$ cat config.mk
export PLATFORM = sky130hd
export DESIGN_NAME = ddf_tag_demux
export DESIGN_NICKNAME = d
export VERILOG_FILES = /design/src/rtl/ddf_tag_demux.sv
export SDC_FILE = /design/constraint.sdc
export NUM_CORES = 1
export LEC_CHECK = 0
export ABC_AREA = 1
export CORE_MARGIN = 3
export CORE_UTILIZATION = 35
export DETAILED_ROUTE_END_ITERATION = 8
export GPL_TIMING_DRIVEN = 0
export PLACE_DENSITY = 0.69
export SLEW_MARGIN = 0
export SYNTH_ARGS = -nofsm -noshare
export SYNTH_HDL_FRONTEND = slang
export SYNTH_SLANG_ARGS = --single-unit
$ cat constraint.sdc
create_clock -name ck -period 1.5 [get_ports ck]
set_input_delay 0.3 -clock ck [delete_from_list [all_inputs] [get_ports ck]]
set_output_delay 0.3 -clock ck [all_outputs]
set_load 0.03 [all_outputs]
$ cat src/rtl/ddf_tag_demux.sv
// Tagged-result demux: pops {tag,sum} words from a FWFT FIFO and
// steers each sum into one of two per-flow FIFOs, in strict order.
//
// Ports:
//   ck, rst          clock, synchronous active-high reset
//   in_empty/in_data upstream FWFT FIFO head; in_read pops it
//   outN_full        flow-N FIFO full flag (N = 0, 1)
//   outN_wr/outN_data write strobe and data to flow-N FIFO
//   cnt0, cnt1       words delivered per flow (wrapping)
//   busy             holding register has an undelivered word
module ddf_tag_demux #(
  parameter int WIDTH     = 33,
  parameter int CNT_WIDTH = 16
) (
  input  logic                 ck,
  input  logic                 rst,
  input  logic                 in_empty,
  input  logic [WIDTH-1:0]     in_data,
  output logic                 in_read,
  input  logic                 out0_full,
  output logic                 out0_wr,
  output logic [WIDTH-2:0]     out0_data,
  input  logic                 out1_full,
  output logic                 out1_wr,
  output logic [WIDTH-2:0]     out1_data,
  output logic [CNT_WIDTH-1:0] cnt0,
  output logic [CNT_WIDTH-1:0] cnt1,
  output logic                 busy
);

  logic             hold_valid;
  logic             hold_tag;
  logic [WIDTH-2:0] hold_data;

  logic tgt_full;
  logic drain;

  // Only the target flow's full flag matters; a full target stalls
  // the whole stream (head-of-line blocking).
  assign tgt_full = hold_tag ? out1_full : out0_full;
  assign drain    = ~rst & hold_valid & ~tgt_full;

  // EMPTY reads whenever data exists; LOADED reads only while the
  // held word leaves in the same cycle (back-to-back).
  assign in_read = ~rst & ~in_empty
                 & (~hold_valid | drain);

  assign out0_wr   = drain & ~hold_tag;
  assign out1_wr   = drain &  hold_tag;
  assign out0_data = hold_data;
  assign out1_data = hold_data;
  assign busy      = hold_valid;

  always_ff @(posedge ck) begin
    if (rst) begin
      hold_valid <= 1'b0;
      hold_tag   <= 1'b0;
      hold_data  <= '0;
      cnt0       <= '0;
      cnt1       <= '0;
    end else begin
      if (in_read) begin
        hold_valid <= 1'b1;
        hold_tag   <= in_data[WIDTH-1];
        hold_data  <= in_data[WIDTH-2:0];
      end else if (drain) begin
        hold_valid <= 1'b0;
      end
      if (out0_wr) cnt0 <= cnt0 + 1'b1;
      if (out1_wr) cnt1 <= cnt1 + 1'b1;
    end
  end

endmodule

---- Word-level counts from Yosys, hierarchy flattened ----
Cells that the tools add are included.
storage, ports and cells
  register bits after elaboration ......... 66
  word-level logic and storage cells ...... 23
  bits of input ports ..................... 38
operators by class
  multiplexer cells ....................... 3
  add/sub/neg operators ................... 2
  bitwise gates (word level) .............. 12
  reduce and logical (&&, ||, !) cells .... 1
operators by type and width
  kind                     count
  $add A16 B1 Y16 const B  2
  $and A1 B1 Y1            6
  $not A1 Y1               5
  $mux W1                  3
  $reduce_bool A2 Y1       1
  $or A1 B1 Y1             1

---- Longest topological paths before layout ----
  word-level depth ........................ 6
  depth in mapped cells ................... 10
  gate-level depth less buffers ........... 9

---- Least setup slack after synthesis ----
Ideal clock, no wire load.
  path kind ............................... reg-to-reg
  start ................................... reg cnt1[1]
  end ..................................... reg cnt1[8]
  setup time .............................. 0.114 ns
  data arrival time ....................... 1.438 ns
  stages on the path, launching flop included .. 9
  path slack .............................. -0.052 ns
  path buffers ............................ 0
  cells stage by stage .................... dfxtp_1 ha_1 nand2_1 nor2_1 nand2_1 nor2_4 nand2_1 nand2_1 nor2_1
on the way
  cells in the longest elaborated chain, start to end .. 1
RTL lines
  element                 line  source
  start, declared         27    output logic [CNT_WIDTH-1:0] cnt1,
  start signal, assigned  70    if (out1_wr) cnt1 <= cnt1 + 1'b1;
  $add A16 B1 Y16         70
No other way between the ends.
A chain may end at the register's enable or synchronous reset.

---- Final worst setup path ----
  start ................................... reg hold_tag
  end ..................................... out out1_wr
on the way
  cells in the longest elaborated chain, start to end .. 4
RTL lines
  element                 line  source
  start, declared         32    logic hold_tag;
  start signal, assigned  64    hold_tag <= in_data[WIDTH-1];
  $mux W1                 40    assign tgt_full = hold_tag ? out1_full : out0_full;
  $not A1 Y1              41    assign drain = ~rst & hold_valid & ~tgt_full;
  $and A1 B1 Y1           41
  $and A1 B1 Y1 (*)       49    assign out1_wr = drain & hold_tag;
  end, declared           24    output logic out1_wr,
Mark *: on every way between the ends. The rest lies on a longest branch, timed or not.

==> out/metrics.csv <==
metric,value,unit
fp-row-count,34,
ys_seq_area_share,41.9,%
cts.sinks,66,
total_power,4.23,mW
final_core_util,54.7,%
setup_viol,2,
fmax,617,MHz
tns,-0.215,ns
hold_viol_final,0,
grt_max_degree,11,
cp.required,1.20,ns
grt_pass1_wl,14400,µm
crit_cells,6,
grt_pass1_vias,3106,
dieHeight,101,µm
syn_to_final_growth,51.0,%
place_congestion,0.796,
worst_slack,-0.121,ns
cp_common_cell,buf_6,
holdPathStages,1,
synth_nets,483,
power_density,888,mW/mm²
hold_path_class,register to register,
postCtsHoldBufs,0,
first_pass_iters,5,
dieWidth,101,µm
clockBufferDepth,2,
vias_per_cell,4.64,
drive_gt1_share,21.9,%
wl_per_cell,12.6,µm
slew_violations,0,
via_count,3305,
arrival,1.32,ns
clkTransAtPathRegs,0.07,ns
worst-path-buf-inv,3,
end_kind,output pin,
antenna_found_initial,0,
ir_worst_vdd,395,µV
dieArea,0.0102,mm²
cp_cell_sequence,inv_4 -> buf_6 -> nand2_2 -> nand3_2 -> nor2_4 -> buf_6,
status,"finished, violations left",
nFillCells,852,
ant_nets,0,
finalClockSkew,0.00925,ns
rsz0062_at_grt,true,
rr_worst_depth,8,
max_slew.worst_pin.slew,0.520,ns
timing.final.crit_share,108,%
nets,640,
ys_warn_count,0,
layout_common_cells,"135 x nand2_1, 60 x dfxtp_1, 51 x dlygate4sd2_1",
layout_commonest_cell,nand2_1,
drcViolationCount,0,
cp-start-kind,register,
antenna_cells,0,
synthCells,443,
ys_seq_elements,66,
clock_latency,0.33,ns
max_stage_delay,0.38,ns
pin_count,138,
period_needed,1.62,ns
yosysUniqueCellTypes,24,
dp_hpwl,6640,µm
leakagePower,2.35,nW
max_cap_viol_count,0,
cp_top_family,flip-flops,
h-tree-depth,3,
drt_iter0_drc,92,
max_slew_margin,65.3,%
synth_area_per_cell,7.13,µm²
root_buffer,clkbuf_8,
critical_path_class,register to output pin,
cts_tree,yes,
cts_buffers,9,
grt_overflow,0,
start_util,36.2,%
io_buffers,137,
violations,setup timing,
wl,9010,µm
grtUsageTotal,17.7,%
fp.coreArea,0.00872,mm²
crit_fanout,4,
synth_area,0.00316,mm²
slowest_stage,dfxtp_4,
-- worst reg2reg max path: cells and delay by family, from the launching register on --
family | cells | cell delay (ns)
DFF | 1 | 0.38
buffers and inverters | 2 | 0.19
and+or+nand+nor | 6 | 0.74
-- through the flow --
step | hold WS (ns) | setup WS (ns) | instances | cell area, µm²
final | 0.455 | -0.121 | 712 | 4770
after global routing | 0.472 | -0.174 | 712 | 4770
after CTS | 0.456 | -0.208 | 713 | 4880
after detailed placement | 0.448 | -1.08 | 688 | 4670
after global placement | 0.445 | -1.07 | 688 | 4670
after floorplan | 0.393 | 0.0900 | 443 | 3160
-- cells by family after synthesis --
kind of cell	synth area share, %
and+or+nand+nor	36.9
buffers and inverters	14.9
DFF	41.9
AOI/OAI and AO/OA	4.76
xor gates and xnor gates	0.832
adders and majority gates	0.793
-- cell type report --
| cell class | count | area [µm²] | area share [%] |
|---|---|---|---|
| multi-input cells | 297 | 1380 | 28.9 |
| flip-flops and latches | 66 | 1330 | 28.0 |
| repair buffers | 148 | 1270 | 26.7 |
| plain buffers | 44 | 324 | 6.80 |
| clock buffers | 12 | 145 | 3.04 |
| inverters | 34 | 140 | 2.94 |
| well taps | 108 | 135 | 2.83 |
| clock inverters | 3 | 40.0 | 0.840 |
-- per-layer routing --
metal,wire length [µm],global-route usage (%)
met2,4270,28.5
met5,0,0
met3,711,5.74
met4,86,6.34
met1,3940,22.1
-- power by group --
part           total (mW)  internal, mW  switching (mW)
Clock                1.45         0.801           0.649
Combinational       0.888         0.373           0.516
Sequential           1.89          1.83          0.0675
Total                4.23          3.00            1.23
-- state kept, by name (all words and copies together) (netlist names) --
signal and cells:
busy 1, cnt1 16, out0_data 32, cnt0 16, hold_tag 1
-- cell usage after synthesis (all sizes together) --
cell    count  share of area [%]
nand2     141                 17
o21ai       7                1.1
a21oi      23                3.6
nand3      49                8.5
dfxtp      66                 42
ha          2               0.79
clkbuf      5               0.59
nand4       9                2.3
xnor2       2               0.55
inv        34                4.1
nor2       56                7.8
nor3        5               0.79
xor2        1               0.28
buf        41                 10
nor3b       2               0.48
-- repair_timing --
action,4_1_cts,5_1_grt
hold endpoints to repair,0,0
buffers inserted,11,2
pin swaps,1,5
endpoints found under the setup margin,113,68
resized for setup,173,49
-- final timing paths --
check / start / to / slack, ns
worst max-delay path: hold_tag$_SDFFE_PP0P_ / out1_wr / -0.12
worst min-delay path: cnt0[0]$_SDFFE_PP0P_ / cnt0[0]$_SDFFE_PP0P_ / 0.45
worst max register to register: busy$_SDFFE_PP0P_ / cnt1[12]$_SDFFE_PP0P_ / 0.09
worst min register to register: cnt0[0]$_SDFFE_PP0P_ / cnt0[0]$_SDFFE_PP0P_ / 0.45
Note: power is estimated with default switching activity, not from simulation.
